==> src/rtl/cmd_latch_encoder_if.sv <==
`default_nettype none
// +--------------------------------------------------------------------+
// | cmd_latch_encoder_if                                               |
// | Button / command handshake bundle between the encoder and counter. |
// | Revision: 1.0                                                      |
// +--------------------------------------------------------------------+
interface cmd_latch_encoder_if #(
   parameter int N_CH   = 3,
   parameter int CODE_W = 2
);
   logic [N_CH-1:0]   btn;
   logic              cmd_ack;
   logic              clr_pending;
   logic              cmd_valid;
   logic [CODE_W-1:0] cmd_code;
   logic [N_CH-1:0]   pending;
   logic              drop_pulse;

   modport master (
      output btn, cmd_ack, clr_pending,
      input  cmd_valid, cmd_code, pending, drop_pulse
   );

   modport slave (
      input  btn, cmd_ack, clr_pending,
      output cmd_valid, cmd_code, pending, drop_pulse
   );
endinterface
`default_nettype wire

==> src/rtl/cmd_latch_encoder.sv <==
`default_nettype none
// +--------------------------------------------------------------------+
// | cmd_latch_encoder                                                  |
// | Debounced buttons -> sticky requests -> one held priority command. |
// | Revision: 1.0                                                      |
// +--------------------------------------------------------------------+
module cmd_latch_encoder #(
   parameter int N_CH         = 3,
   parameter int CODE_W       = 2,
   parameter int DEBOUNCE_CYC = 4,
   parameter int PREEMPT      = 1
) (
   input  wire logic           clk,
   input  wire logic           rst_n,
   cmd_latch_encoder_if.slave  bus
);
   localparam int              CNT_W      = $clog2(DEBOUNCE_CYC + 1);
   localparam logic [CNT_W-1:0] C_CNT_LAST = CNT_W'(DEBOUNCE_CYC - 1);

   typedef enum logic [0:0] {
      ST_IDLE = 1'b0,
      ST_HOLD = 1'b1
   } state_t;

   logic [N_CH-1:0]   r_s1;
   logic [N_CH-1:0]   r_s2;
   logic [N_CH-1:0]   w_db;
   logic [N_CH-1:0]   r_db_prev;
   logic [N_CH-1:0]   r_pending;
   logic              r_valid;
   logic              r_drop;
   logic [CODE_W-1:0] r_code;
   state_t            r_state;

   logic [N_CH-1:0]   w_press;
   logic [N_CH-1:0]   w_take;
   logic [N_CH-1:0]   w_requeue;
   logic              w_preempt;
   logic              w_any;
   logic [CODE_W-1:0] w_k;

   always_ff @(posedge clk or negedge rst_n) begin
      if (!rst_n) begin
         r_s1 <= '0;
         r_s2 <= '0;
      end else begin
         r_s1 <= bus.btn;
         r_s2 <= r_s1;
      end
   end

   generate
      for (genvar gi = 0; gi < N_CH; gi++) begin : g_db
         logic [CNT_W-1:0] r_cnt;
         logic             r_db;

         // Level flips on the DEBOUNCE_CYC-th consecutive mismatching cycle.
         always_ff @(posedge clk or negedge rst_n) begin
            if (!rst_n) begin
               r_cnt <= '0;
               r_db  <= 1'b0;
            end else if (r_s2[gi] == r_db) begin
               r_cnt <= '0;
            end else if (r_cnt == C_CNT_LAST) begin
               r_cnt <= '0;
               r_db  <= r_s2[gi];
            end else begin
               r_cnt <= r_cnt + 1'b1;
            end
         end

         assign w_db[gi] = r_db;
      end
   endgenerate

   assign w_press = w_db & ~r_db_prev;

   // Descending scan leaves the lowest set index in w_k.
   always_comb begin
      w_k   = '0;
      w_any = 1'b0;
      for (int i = N_CH - 1; i >= 0; i--) begin
         if (r_pending[i]) begin
            w_k   = CODE_W'(i);
            w_any = 1'b1;
         end
      end
   end

   always_comb begin
      w_take    = '0;
      w_requeue = '0;
      w_preempt = 1'b0;
      if (r_state == ST_IDLE) begin
         for (int i = 0; i < N_CH; i++) begin
            if (w_any && (CODE_W'(i) == w_k)) w_take[i] = 1'b1;
         end
      end else if (!bus.cmd_ack && (PREEMPT != 0) && (r_code != CODE_W'(1)) && r_pending[0]) begin
         w_preempt = 1'b1;
         w_take[0] = 1'b1;
         for (int i = 0; i < N_CH; i++) begin
            if (CODE_W'(i + 1) == r_code) w_requeue[i] = 1'b1;
         end
      end
   end

   always_ff @(posedge clk or negedge rst_n) begin
      if (!rst_n) begin
         r_db_prev <= '0;
         r_pending <= '0;
         r_drop    <= 1'b0;
      end else begin
         r_db_prev <= w_db;
         r_pending <= (r_pending & ~w_take & ~{N_CH{bus.clr_pending}}) | w_press | w_requeue;
         r_drop    <= |(w_press & r_pending & ~w_take);
      end
   end

   always_ff @(posedge clk or negedge rst_n) begin
      if (!rst_n) begin
         r_state <= ST_IDLE;
         r_valid <= 1'b0;
         r_code  <= '0;
      end else begin
         case (r_state)
            ST_IDLE: begin
               if (w_any) begin
                  r_state <= ST_HOLD;
                  r_valid <= 1'b1;
                  r_code  <= w_k + 1'b1;
               end else begin
                  r_valid <= 1'b0;
                  r_code  <= '0;
               end
            end
            ST_HOLD: begin
               if (bus.cmd_ack) begin
                  r_state <= ST_IDLE;
                  r_valid <= 1'b0;
                  r_code  <= '0;
               end else if (w_preempt) begin
                  r_code <= CODE_W'(1);
               end
            end
            default: begin
               r_state <= ST_IDLE;
               r_valid <= 1'b0;
               r_code  <= '0;
            end
         endcase
      end
   end

   assign bus.cmd_valid  = r_valid;
   assign bus.cmd_code   = r_code;
   assign bus.pending    = r_pending;
   assign bus.drop_pulse = r_drop;
endmodule
`default_nettype wire

==> src/flat_wrapper.sv <==
// flat-port wrapper written by rule: the top's interface ports become plain ports
module cmd_latch_encoder_flat 
#(
   parameter int N_CH         = 3,
   parameter int CODE_W       = 2,
   parameter int DEBOUNCE_CYC = 4,
   parameter int PREEMPT      = 1
)
  (clk, rst_n, bus_btn, bus_cmd_ack, bus_clr_pending, bus_cmd_valid, bus_cmd_code, bus_pending, bus_drop_pulse);
  cmd_latch_encoder_if #(.N_CH(N_CH), .CODE_W(CODE_W)) bus_i ();
  input  wire logic clk;
  input  wire logic rst_n;
  input wire logic [$bits(bus_i.btn)-1:0] bus_btn;
  input wire logic [$bits(bus_i.cmd_ack)-1:0] bus_cmd_ack;
  input wire logic [$bits(bus_i.clr_pending)-1:0] bus_clr_pending;
  output wire logic [$bits(bus_i.cmd_valid)-1:0] bus_cmd_valid;
  output wire logic [$bits(bus_i.cmd_code)-1:0] bus_cmd_code;
  output wire logic [$bits(bus_i.pending)-1:0] bus_pending;
  output wire logic [$bits(bus_i.drop_pulse)-1:0] bus_drop_pulse;
  assign bus_i.btn = bus_btn;
  assign bus_i.cmd_ack = bus_cmd_ack;
  assign bus_i.clr_pending = bus_clr_pending;
  assign bus_cmd_valid = bus_i.cmd_valid;
  assign bus_cmd_code = bus_i.cmd_code;
  assign bus_pending = bus_i.pending;
  assign bus_drop_pulse = bus_i.drop_pulse;
  cmd_latch_encoder #(.N_CH(N_CH), .CODE_W(CODE_W), .DEBOUNCE_CYC(DEBOUNCE_CYC), .PREEMPT(PREEMPT)) u_core (.clk(clk), .rst_n(rst_n), .bus(bus_i));
endmodule
==> config.mk <==
export PLATFORM = sky130hd
export DESIGN_NAME = cmd_latch_encoder_flat
export DESIGN_NICKNAME = d
export VERILOG_FILES = /design/src/rtl/cmd_latch_encoder_if.sv /design/src/rtl/cmd_latch_encoder.sv /design/src/flat_wrapper.sv
export SDC_FILE = /design/constraint.sdc
export NUM_CORES = 1
export LEC_CHECK = 0
export CAP_MARGIN = 20
export CORE_MARGIN = 5
export CORE_UTILIZATION = 47
export DETAILED_ROUTE_END_ITERATION = 10
export GPL_TIMING_DRIVEN = 0
export HOLD_SLACK_MARGIN = 0.15
export PLACE_DENSITY = 0.7
export SETUP_SLACK_MARGIN = 0.5
export SYNTH_ARGS = -nofsm -noshare
export SYNTH_HDL_FRONTEND = slang
export SYNTH_SLANG_ARGS = --single-unit
==> constraint.sdc <==
create_clock -name clk -period 1.8 [get_ports clk]
set_clock_uncertainty 0.05 [all_clocks]
set_input_delay 0.18 -clock clk [delete_from_list [all_inputs] [get_ports clk]]
set_output_delay 0.18 -clock clk [all_outputs]
set_load 0.005 [all_outputs]
==> results of run 1 <==
-- layer usage --
metal  global-route usage, %  vias to the layer above  share of wire (%)
met5                       0                        -                  0
met4                    6.65                        0               0.83
met3                    4.75                        2                5.4
met2                    21.8                       11                 51
met1                    15.0                      361                 43
li1                        -                      361                  -
-- per-stage QoR --
stage / setup slack [ns] / utilization, % / hold slack [ns]
2_1_floorplan: 0.475 / - / -0.166
5_1_grt: 0.291 / 62.7 / 0.236
4_1_cts: 0.395 / 61.7 / 0.245
3_5_place_dp: 0.387 / 56.7 / 0.290
3_3_place_gp: 0.0990 / 55.6 / 0.283
6_report: 0.375 / 62.7 / 0.258
-- cells by family after synthesis --
kind of cell / Yosys count / share of synthesized area, %
buf+inv: 6 / 3.21
mux: 3 / 2.89
xor+xnor: 3 / 2.25
simple gates: 27 / 14.5
fa+ha+maj: 5 / 5.35
compound gates: 13 / 9.73
flops: 29 / 62.0
-- timing repair --
action	4_1_cts	5_1_grt
resized for setup	10	11
hold endpoints to repair	7	0
endpoints found under the setup margin	11	32
setup buffers	8	0
pin swaps	3	5
hold buffers	1	0
-- worst max path at each step --
stage,to,from,slack (ns)
finish,u_core.bus.drop_pulse,u_core.bus.pending[1],0.37
global route,u_core.bus.drop_pulse,u_core.bus.pending[1],0.29
CTS,u_core.bus.drop_pulse,u_core.bus.pending[1],0.40
detailed placement,u_core.bus.pending[2],u_core.bus.pending[1],0.39
global placement,u_core.g_db[0].r_cnt[2],rst_n,0.1
floorplan,u_core.bus.pending[2],u_core.bus.pending[0],0.48
-- cells in the mapped netlist --
cell                       count  area share (%)
sky130_fd_sc_hd__a211oi_1      1            0.64
sky130_fd_sc_hd__o221ai_1      2             1.5
sky130_fd_sc_hd__ha_1          5             5.3
sky130_fd_sc_hd__mux2_2        3             2.9
sky130_fd_sc_hd__nor3b_1       4             2.6
sky130_fd_sc_hd__nor3b_2       1             1.1
sky130_fd_sc_hd__dfrtp_1      29              62
sky130_fd_sc_hd__nand2_1       2            0.64
sky130_fd_sc_hd__buf_6         2             1.9
sky130_fd_sc_hd__nor2b_1       6             3.2
sky130_fd_sc_hd__o21ai_1       3             1.3
sky130_fd_sc_hd__a21oi_1       3             1.3
sky130_fd_sc_hd__nor3_1        3             1.3
sky130_fd_sc_hd__nand3_1       1            0.43
sky130_fd_sc_hd__nor4_1        1            0.54
sky130_fd_sc_hd__nor2_1        1            0.32
sky130_fd_sc_hd__xnor2_1       3             2.2
sky130_fd_sc_hd__o21ai_2       1            0.75
sky130_fd_sc_hd__or2_0         1            0.54
sky130_fd_sc_hd__nor2b_2       1            0.75
sky130_fd_sc_hd__nand2b_1      6             3.2
sky130_fd_sc_hd__inv_1         3            0.96
sky130_fd_sc_hd__inv_2         1            0.32
sky130_fd_sc_hd__o311ai_4      1             2.2
sky130_fd_sc_hd__o311ai_0      1            0.75
sky130_fd_sc_hd__o221ai_2      1             1.3
-- sequential cells by signal, indices dropped and copies added (netlist names) --
name                   flops
u_core.r_db_prev           3
u_core.bus.pending         3
u_core.r_state             1
u_core.bus.drop_pulse      1
u_core.bus.cmd_code        2
u_core.g_db.r_cnt          9
u_core.bus.cmd_valid       1
u_core.r_s1                3
u_core.g_db.r_db           3
u_core.r_s2                3
-- cell usage in the layout (no fill, tap or decap), types with 3 or more instances in the layout --
cell type                         synthesis  final
sky130_fd_sc_hd__dlygate4sd2_1            0      6
sky130_fd_sc_hd__ha_1                     5      3
sky130_fd_sc_hd__buf_6                    2      3
sky130_fd_sc_hd__clkbuf_4                 0      5
sky130_fd_sc_hd__nor2b_2                  1      4
sky130_fd_sc_hd__xnor2_1                  3      3
sky130_fd_sc_hd__nor3_1                   3      3
sky130_fd_sc_hd__nor3b_1                  4      4
sky130_fd_sc_hd__clkdlybuf4s50_1          0      5
sky130_fd_sc_hd__dfrtp_1                 29     28
sky130_fd_sc_hd__nand2b_1                 6      5
sky130_fd_sc_hd__mux2_2                   3      3
sky130_fd_sc_hd__buf_4                    0      7
sky130_fd_sc_hd__nor2b_1                  6      3
sky130_fd_sc_hd__a21oi_1                  3      3
-- power groups by stage --
| stage | Clock [mW] | Sequential, mW | Combinational [mW] |
|---|---|---|---|
| 6_report | 0.375 | 0.977 | 0.949 |
| 5_1_grt | 0.430 | 1.01 | 1.08 |
| 4_1_cts | 0.394 | 0.978 | 0.913 |
| 3_5_place_dp | 0 | 1.03 | 0.789 |
| 3_3_place_gp | 0 | 1.01 | 0.765 |
| 2_1_floorplan | 0 | 1.00 | 0.538 |
-- cell type report --
type | instances | area share [%]
plain buffers | 2 | 1.48
clock buffers | 7 | 3.61
inverters | 4 | 0.984
multi-input cells | 51 | 29.3
flip-flops and latches | 29 | 47.7
well taps | 30 | 2.46
repair buffers | 23 | 14.5
-- worst reg2reg max path, stage by stage, from the launching register on --
cell and delay (ns):
sky130_fd_sc_hd__dfrtp_2 0.43, sky130_fd_sc_hd__buf_6 0.12, sky130_fd_sc_hd__nor2_2 0.07, sky130_fd_sc_hd__nand2_1 0.08
sky130_fd_sc_hd__inv_1 0.07, sky130_fd_sc_hd__ha_2 0.18, sky130_fd_sc_hd__inv_2 0.05, sky130_fd_sc_hd__o21ai_4 0.16
sky130_fd_sc_hd__o221ai_2 0.10
==> report_table.html, run 1 <==
<table>
<tr><th>Metric</th><th>Value</th></tr>
<tr><th colspan="2">Status</th></tr>
<tr><td>Status</td><td>completed</td></tr>
<tr><th colspan="2">Global routing</th></tr>
<tr><td>Antenna violations before repair</td><td>0</td></tr>
<tr><td>GRT Resource Usage Total</td><td>13.2%</td></tr>
<tr><td>Wire length of the first global-routing pass</td><td>3480 um</td></tr>
<tr><td>Maximum number of pins on one net before global-route repair</td><td>23</td></tr>
<tr><td>Number of global-route vias before repair</td><td>823</td></tr>
<tr><td>Total gr overflow</td><td>0</td></tr>
<tr><th colspan="2">Timing</th></tr>
<tr><td>Number of pins exceeding their max-slew limit in the final report</td><td>0</td></tr>
<tr><td>Setup violators final</td><td>0</td></tr>
<tr><td>Period Utilization, post-route</td><td>79.2%</td></tr>
<tr><td>Setup repair after global routing missed its margin</td><td>true</td></tr>
<tr><td>Summed negative setup slack over all endpoints</td><td>0 ns</td></tr>
<tr><td>Final hold vios</td><td>0</td></tr>
<tr><td>Transition time at the pin with the least slew margin</td><td>roughly 0.45 ns</td></tr>
<tr><td>Highest attainable clock frequency</td><td>702 MHz</td></tr>
<tr><td>Post-route minimum period</td><td>1.43 ns</td></tr>
<tr><td>Tightest slew margin relative to the limit</td><td>69.7%</td></tr>
<tr><th colspan="2">Power</th></tr>
<tr><td>Fraction of power spent switching nets</td><td>32.4%</td></tr>
<tr><td>Power, Total</td><td>2.30 mW</td></tr>
<tr><td>Register share of total power</td><td>42.5%</td></tr>
<tr><td>Power share of the combinational group</td><td>41.3%</td></tr>
<tr><td>Power density over the cells</td><td>1510 nW/um^2</td></tr>
<tr><td>Max VDD drop</td><td>829 uV</td></tr>
<tr><td>Clock network fraction of total power</td><td>16.3%</td></tr>
<tr><td>Sw Pwr</td><td>744 uW</td></tr>
<tr><td>Internal Dissipation</td><td>1.56 mW</td></tr>
<tr><td>Leakage power</td><td>0.697 nW</td></tr>
<tr><th colspan="2">Die</th></tr>
<tr><td>Starting utilization of the core area</td><td>between 40% and 50%</td></tr>
<tr><td>Number of placement rows</td><td>18</td></tr>
<tr><td>Vertical die dimension</td><td>59.9 um</td></tr>
<tr><td>Number of placed I/O pins</td><td>14</td></tr>
<tr><td>Die outline area</td><td>3590 um^2</td></tr>
<tr><td>Area of the core</td><td>2430 um^2</td></tr>
<tr><td>Die Wd</td><td>59.9 um</td></tr>
<tr><th colspan="2">Synthesis</th></tr>
<tr><td>Mapped Avg Cell Area</td><td>~14 um^2</td></tr>
<tr><td>Register area share after synthesis</td><td>62.0%</td></tr>
<tr><td>Net Count, Synth</td><td>98</td></tr>
<tr><td>Number of warning messages in the yosys log</td><td>0</td></tr>
<tr><td>Yosys reg bits</td><td>29</td></tr>
<tr><td>Yosys cell types</td><td>26</td></tr>
<tr><td>Number of standard cells after synthesis</td><td>86</td></tr>
<tr><td>Post-synthesis instance area</td><td>approximately 1200 um^2</td></tr>
<tr><th colspan="2">Setup path</th></tr>
<tr><td>Launch instance of the worst register-to-register path</td><td>u_core.bus.pending[1]</td></tr>
<tr><td>Data arrival time of the worst path</td><td>1.56 ns</td></tr>
<tr><td>Cell family with the largest share of critical-path delay</td><td>flip-flops</td></tr>
<tr><td>Crit path kind</td><td>flop to flop</td></tr>
<tr><td>Endpoint kind of the worst setup timing path</td><td>flop</td></tr>
<tr><td>Critical path data required time</td><td>1.94 ns</td></tr>
<tr><td>Slowest-stage cell, CP</td><td>sky130_fd_sc_hd__dfrtp_2</td></tr>
<tr><td>Critical Path Stages</td><td>8</td></tr>
<tr><td>CP Cell Sequence</td><td>buf_6 &gt; nor2_2 &gt; nand2_1 &gt; inv_1 &gt; ha_2 &gt; inv_2 &gt; o21ai_4 &gt; o221ai_2</td></tr>
<tr><td>Max incr delay on CP</td><td>0.43 ns</td></tr>
<tr><td>Setup slack, reg-to-reg</td><td>0.37 ns</td></tr>
<tr><td>Nature of the critical path startpoint</td><td>flop</td></tr>
<tr><td>R2R cell count</td><td>8</td></tr>
<tr><td>Worst R2R End</td><td>u_core.bus.drop_pulse</td></tr>
<tr><td>Crit path max fanout</td><td>2</td></tr>
<tr><td>Critical path buffer and inverter count</td><td>3</td></tr>
<tr><th colspan="2">Placed design</th></tr>
<tr><td>Input/output buffers</td><td>13</td></tr>
<tr><td>DP Cell Count</td><td>130</td></tr>
<tr><td>Detailed placement HPWL</td><td>1280 um</td></tr>
<tr><td>Final estimated routing congestion in global placement</td><td>0.685</td></tr>
<tr><td>Cell area after placement</td><td>between 1000 and 1500 um^2</td></tr>
<tr><th colspan="2">Final layout</th></tr>
<tr><td>Fraction of layout instances using a drive strength above 1</td><td>between 30 and 40%</td></tr>
<tr><td>Final layout net count</td><td>between 100 and 150</td></tr>
<tr><td>Fillcell total</td><td>roughly 190</td></tr>
<tr><td>Post-Layout Inst Area</td><td>1530 um^2</td></tr>
<tr><td>Sequential cell area</td><td>727 um^2</td></tr>
<tr><td>Non-filler instance count after layout</td><td>between 100 and 150</td></tr>
<tr><td>Area growth from synthesis to layout</td><td>30.4%</td></tr>
<tr><td>Area of the multi-input gates</td><td>447 um^2</td></tr>
<tr><td>Antenna cells</td><td>0</td></tr>
<tr><th colspan="2">Clock tree</th></tr>
<tr><td>Number of clock sinks seen by CTS</td><td>29</td></tr>
<tr><td>Clock transition at the register clock pins on the worst setup and hold paths after CTS</td><td>0.08 ns</td></tr>
<tr><td>Maximum number of buffers from clock root to sink</td><td>2</td></tr>
<tr><td>Worst skew pair latency</td><td>0.30 ns</td></tr>
<tr><td>Clk root buf</td><td>sky130_fd_sc_hd__clkbuf_4</td></tr>
<tr><td>CTS tree</td><td>yes</td></tr>
<tr><td>Number of buffers added by the clock tree synthesis step</td><td>5</td></tr>
<tr><td>Maximum level of the CTS H-tree</td><td>2</td></tr>
<tr><th colspan="2">Drt</th></tr>
<tr><td>WL final</td><td>1800 um</td></tr>
<tr><td>Number of DRC violations after detailed routing</td><td>0</td></tr>
<tr><td>Vias per cell</td><td>roughly 5.0</td></tr>
<tr><td>Total via count in the routed design</td><td>735</td></tr>
<tr><td>Routed Antenna Nets</td><td>0</td></tr>
<tr><td>Detail-routed net length per standard cell</td><td>12.3 um</td></tr>
<tr><td>Number of iterations in the first detailed-routing pass</td><td>3</td></tr>
<tr><td>First-iteration detailed-routing DRC count</td><td>10</td></tr>
<tr><th colspan="2">Worst hold path</th></tr>
<tr><td>WHS Endpoint</td><td>u_core.r_s1[0]</td></tr>
<tr><td>Startpoint of the worst hold path</td><td>bus_btn[0]</td></tr>
<tr><td>Tightest Hold Check Type</td><td>input port to flop</td></tr>
<tr><td>Worst hold path depth</td><td>1</td></tr>
<tr><th colspan="2">Run</th></tr>
<tr><td>Number of maximum-capacitance constraint violations</td><td>0</td></tr>
</table>
Power figures use the tool's default switching activity.
==> run 2, diff against run 1 <==
--- a/config.mk
+++ b/config.mk
@@ -11,7 +11,7 @@
 export DETAILED_ROUTE_END_ITERATION = 10
 export GPL_TIMING_DRIVEN = 0
 export HOLD_SLACK_MARGIN = 0.15
-export PLACE_DENSITY = 0.7
+export PLACE_DENSITY = 0.73
 export SETUP_SLACK_MARGIN = 0.5
 export SYNTH_ARGS = -nofsm -noshare
 export SYNTH_HDL_FRONTEND = slang
==> constraint.sdc (replaced) <==
create_clock -name clk -period 1.15 [get_ports clk]
set_clock_uncertainty 0.05 [all_clocks]
set_input_delay 0.115 -clock clk [delete_from_list [all_inputs] [get_ports clk]]
set_output_delay 0.115 -clock clk [all_outputs]
set_load 0.005 [all_outputs]
==> run 2 against run 1 <==
- first-iteration DRC count grew 50%
- largest cell class unchanged
- wire length rose by 34%
- the flow now finishes with violations (negative hold slack, negative setup slack)
- non-clock buffer count increased by 10
- die area unchanged
- maximum frequency is 1.0% higher
- hold slack worse by 0.42 ns
- critical endpoint is now u_core.bus.pending[2]
- critical path depth is the same
- worst setup slack got worse by 0.64 ns
- global-route usage is 2.1 points higher
- utilization is 12 points higher
- combinational power up 130%
==> report_table.html, run 2 (same netlist as run 1, synthesis figures left out) <==
<table>
<tr><th>Metric</th><th>Value</th></tr>
<tr><th colspan="2">Status</th></tr>
<tr><td>Status</td><td>finished, violations left</td></tr>
<tr><td>Failing checks</td><td>negative hold slack, negative setup slack</td></tr>
<tr><th colspan="2">Global routing</th></tr>
<tr><td>Maximum number of pins on one net before global-route repair</td><td>20 (-13%)</td></tr>
<tr><td>Number of global-route vias before repair</td><td>844 (+2.6%)</td></tr>
<tr><td>Antenna violations before repair</td><td>0 (unchanged)</td></tr>
<tr><td>Total gr overflow</td><td>0 (unchanged)</td></tr>
<tr><td>Global-route met2 utilization</td><td>24.8% (+3.1 points)</td></tr>
<tr><td>Met1 track utilization from global routing</td><td>18.4% (+3.4 points)</td></tr>
<tr><td>GRT Resource Usage Total</td><td>15.4% (+2.1 points)</td></tr>
<tr><td>Wire length of the first global-routing pass</td><td>3860 um (+11%)</td></tr>
<tr><td>Most congested layer reported by global routing</td><td>met2</td></tr>
<tr><td>Fraction of met3 tracks used by global routing</td><td>4.75% (unchanged)</td></tr>
<tr><th colspan="2">Final layout</th></tr>
<tr><td>Area growth from synthesis to layout</td><td>56.3%</td></tr>
<tr><td>Post-Layout Inst Area</td><td>1830 um^2 (+20%)</td></tr>
<tr><td>Antenna cells</td><td>0 (unchanged)</td></tr>
<tr><td>Fraction of layout instances using a drive strength above 1</td><td>59.1% (+26 points)</td></tr>
<tr><td>Core utilization of the finished layout</td><td>75.2% (+12 points)</td></tr>
<tr><td>Leading cell types in the layout, fill and taps excluded</td><td>27 x sky130_fd_sc_hd__dfrtp_1, 14 x sky130_fd_sc_hd__buf_4, 7 x sky130_fd_sc_hd__buf_6</td></tr>
<tr><td>Final layout net count</td><td>138 (+7.8%)</td></tr>
<tr><td>Non-filler instance count after layout</td><td>157 (+7.5%)</td></tr>
<tr><td>Max FFs per register</td><td>9 (unchanged)</td></tr>
<tr><td>Most common library cell in the layout ignoring fill and taps</td><td>sky130_fd_sc_hd__dfrtp_1</td></tr>
<tr><td>Register with the most flip-flops</td><td>u_core.g_db.r_cnt</td></tr>
<tr><th colspan="2">Power</th></tr>
<tr><td>Leakage power</td><td>0.804 nW (+15%)</td></tr>
<tr><td>Max VDD drop</td><td>2000 uV (+140%)</td></tr>
<tr><td>Power density over the cells</td><td>2570 nW/um^2 (+70%)</td></tr>
<tr><td>Sw Pwr</td><td>1.60 mW (+110%)</td></tr>
<tr><td>Internal Dissipation</td><td>3.10 mW (+99%)</td></tr>
<tr><td>Power, Total</td><td>4.70 mW (+100%)</td></tr>
<tr><td>Register share of total power</td><td>34.2% (-8.3 points)</td></tr>
<tr><td>Clock network fraction of total power</td><td>18.3% (+2.0 points)</td></tr>
<tr><td>Fraction of power spent switching nets</td><td>34.0% (+1.6 points)</td></tr>
<tr><td>Power share of the combinational group</td><td>47.5% (+6.2 points)</td></tr>
<tr><th colspan="2">Drt</th></tr>
<tr><td>First-iteration detailed-routing DRC count</td><td>15 (+5)</td></tr>
<tr><td>Number of iterations in the first detailed-routing pass</td><td>4 (+1)</td></tr>
<tr><td>WL final</td><td>2410 um (+34%)</td></tr>
<tr><td>Number of DRC violations after detailed routing</td><td>0 (unchanged)</td></tr>
<tr><td>Total via count in the routed design</td><td>811 (+10%)</td></tr>
<tr><td>Routed Antenna Nets</td><td>0 (unchanged)</td></tr>
<tr><td>Detail-routed net length per standard cell</td><td>15.3 um (+24%)</td></tr>
<tr><td>Vias per cell</td><td>5.17 (+2.6%)</td></tr>
<tr><th colspan="2">Die</th></tr>
<tr><td>Vertical die dimension</td><td>59.9 um (unchanged)</td></tr>
<tr><td>Number of placed I/O pins</td><td>14 (unchanged)</td></tr>
<tr><td>Starting utilization of the core area</td><td>48.1% (unchanged)</td></tr>
<tr><td>Die Wd</td><td>59.9 um (unchanged)</td></tr>
<tr><td>Die outline area</td><td>3590 um^2 (unchanged)</td></tr>
<tr><td>Number of placement rows</td><td>18 (unchanged)</td></tr>
<tr><td>Area of the core</td><td>2430 um^2 (unchanged)</td></tr>
<tr><th colspan="2">Setup path</th></tr>
<tr><td>CP Cell Sequence</td><td>buf_6 &gt; nor2_4 &gt; nand2_2 &gt; inv_2 &gt; ha_4 &gt; inv_2 &gt; o21ai_2 &gt; o221ai_1</td></tr>
<tr><td>Slowest-stage cell, CP</td><td>sky130_fd_sc_hd__dfrtp_1</td></tr>
<tr><td>Critical path data required time</td><td>1.29 ns (-0.65 ns)</td></tr>
<tr><td>Nature of the critical path startpoint</td><td>flop</td></tr>
<tr><td>Crit path max fanout</td><td>4 (+2)</td></tr>
<tr><td>Data arrival time of the worst path</td><td>1.55 ns (about the same)</td></tr>
<tr><td>Critical path's most frequent cell</td><td>sky130_fd_sc_hd__inv_2</td></tr>
<tr><td>Endpoint kind of the worst setup timing path</td><td>flop</td></tr>
<tr><td>Crit path kind</td><td>flop to flop</td></tr>
<tr><td>Max incr delay on CP</td><td>0.39 ns (-0.04 ns)</td></tr>
<tr><th colspan="2">Timing</th></tr>
<tr><td>Tightest slew margin relative to the limit</td><td>62.0% (-7.7 points)</td></tr>
<tr><td>Transition time at the pin with the least slew margin</td><td>0.571 ns (+0.116 ns)</td></tr>
<tr><td>Post-route minimum period</td><td>1.41 ns (-0.0146 ns)</td></tr>
<tr><td>Setup repair after global routing missed its margin</td><td>true</td></tr>
<tr><td>Summed negative setup slack over all endpoints</td><td>-1.06 ns (-1.06 ns)</td></tr>
<tr><td>Worst Slack Setup Final</td><td>-0.261 ns (-0.635 ns)</td></tr>
<tr><td>Setup violators final</td><td>12 (+12)</td></tr>
<tr><td>Period Utilization, post-route</td><td>123% (+43 points)</td></tr>
<tr><td>Hold WS</td><td>-0.164 ns (-0.422 ns)</td></tr>
<tr><td>Final hold vios</td><td>10 (+10)</td></tr>
<tr><td>Number of pins exceeding their max-slew limit in the final report</td><td>0 (unchanged)</td></tr>
<tr><td>Highest attainable clock frequency</td><td>709 MHz (+1.0%)</td></tr>
<tr><th colspan="2">Clock tree</th></tr>
<tr><td>Number of clock sinks seen by CTS</td><td>29 (unchanged)</td></tr>
<tr><td>Maximum level of the CTS H-tree</td><td>2 (unchanged)</td></tr>
<tr><td>Clock transition at the register clock pins on the worst setup and hold paths after CTS</td><td>0.09 ns (about the same)</td></tr>
<tr><td>Clk root buf</td><td>sky130_fd_sc_hd__clkbuf_4</td></tr>
<tr><td>Maximum number of buffers from clock root to sink</td><td>2 (unchanged)</td></tr>
<tr><td>Worst skew pair latency</td><td>0.32 ns (+0.02 ns)</td></tr>
<tr><td>Number of buffers added by the clock tree synthesis step</td><td>5 (unchanged)</td></tr>
<tr><td>CTS tree</td><td>yes</td></tr>
<tr><th colspan="2">Placed design</th></tr>
<tr><td>Post-Place Worst Slack</td><td>-0.257 ns (-0.644 ns)</td></tr>
<tr><td>DP Cell Count</td><td>130 (unchanged)</td></tr>
<tr><td>Final estimated routing congestion in global placement</td><td>0.716 (+4.4%)</td></tr>
<tr><td>Detailed placement HPWL</td><td>1340 um (+4.9%)</td></tr>
<tr><td>Cell area after placement</td><td>1440 um^2 (+4.2%)</td></tr>
<tr><td>Input/output buffers</td><td>13 (unchanged)</td></tr>
<tr><th colspan="2">Run</th></tr>
<tr><td>Number of maximum-capacitance constraint violations</td><td>0 (unchanged)</td></tr>
<tr><th colspan="2">Worst hold path</th></tr>
<tr><td>Tightest Hold Check Type</td><td>input port to asynchronous set/reset pin</td></tr>
</table>
==> run 2: changes by cell type in the layout (fill, tap and decap cells not counted), moves of 4 or more <==
cell | before | now
sky130_fd_sc_hd__nor3b_2 | 1 | 5
sky130_fd_sc_hd__ha_4 | 0 | 4
sky130_fd_sc_hd__nor3b_1 | 4 | 0
sky130_fd_sc_hd__buf_4 | 7 | 14
sky130_fd_sc_hd__buf_2 | 0 | 5
sky130_fd_sc_hd__buf_6 | 3 | 7
==> run 2: per-layer routing <==
| layer | wire length (um) | vias to the layer above |
|---|---|---|
| met3 | 135 | 2 |
| met1 | 1010 | 401 |
| met2 | 1240 | 23 |
| li1 | - | 385 |
| met4 | 19 | 0 |
| met5 | 0 | - |
==> run 2: layout make-up <==
type,count,area [um^2]
flip-flops and latches,29,728
multi-input cells,51,649
fillers,151,604
repair buffers,33,290
clock buffers,7,55.1
well taps,30,37.5
clock inverters,1,30.0
plain buffers,2,22.5
inverters,4,15.0
==> run 2: path summary, 6_finish.rpt <==
check                                       from  slack, ns               endpoint  cells after the start
setup / recovery           u_core.bus.pending[0]      -0.26  u_core.bus.pending[2]                      8
hold / removal                             rst_n      -0.16         u_core.r_s1[0]                      1
setup reg to reg           u_core.bus.pending[0]      -0.26  u_core.bus.pending[2]                      8
hold reg to reg                   u_core.r_s1[2]       0.31         u_core.r_s2[2]                      0
max in group asynchronous                  rst_n       0.71  u_core.bus.pending[1]                      2
min in group clk                      bus_btn[0]       0.17         u_core.r_s1[0]                      1
==> run 2: critical path, delay by kind of cell, from the launching register on <==
kind / cells / cell delay [ns]
and+or+nand+nor: 2 / 0.16
DFF: 1 / 0.39
buffers and inverters: 3 / 0.24
adders and majority gates: 1 / 0.12
AOI/OAI and AO/OA: 2 / 0.32
==> run 2: power groups by stage <==
stage               Clock [mW]  Sequential, mW  Combinational (mW)
floorplan                    0            1.59               0.924
global route             0.936            1.66                2.40
CTS                      0.870            1.58                1.78
finish                   0.857            1.61                2.23
detailed placement           0            1.63                1.33
global placement             0            1.61                1.28
==> run 2: what timing repair did <==
item / 4_1_cts / 5_1_grt
buffers inserted: 15 / 4
gates resized for setup: 42 / 19
endpoints found under the hold margin: 10 / 12
endpoints found under the setup margin: 46 / 28
pin swaps: 10 / 11
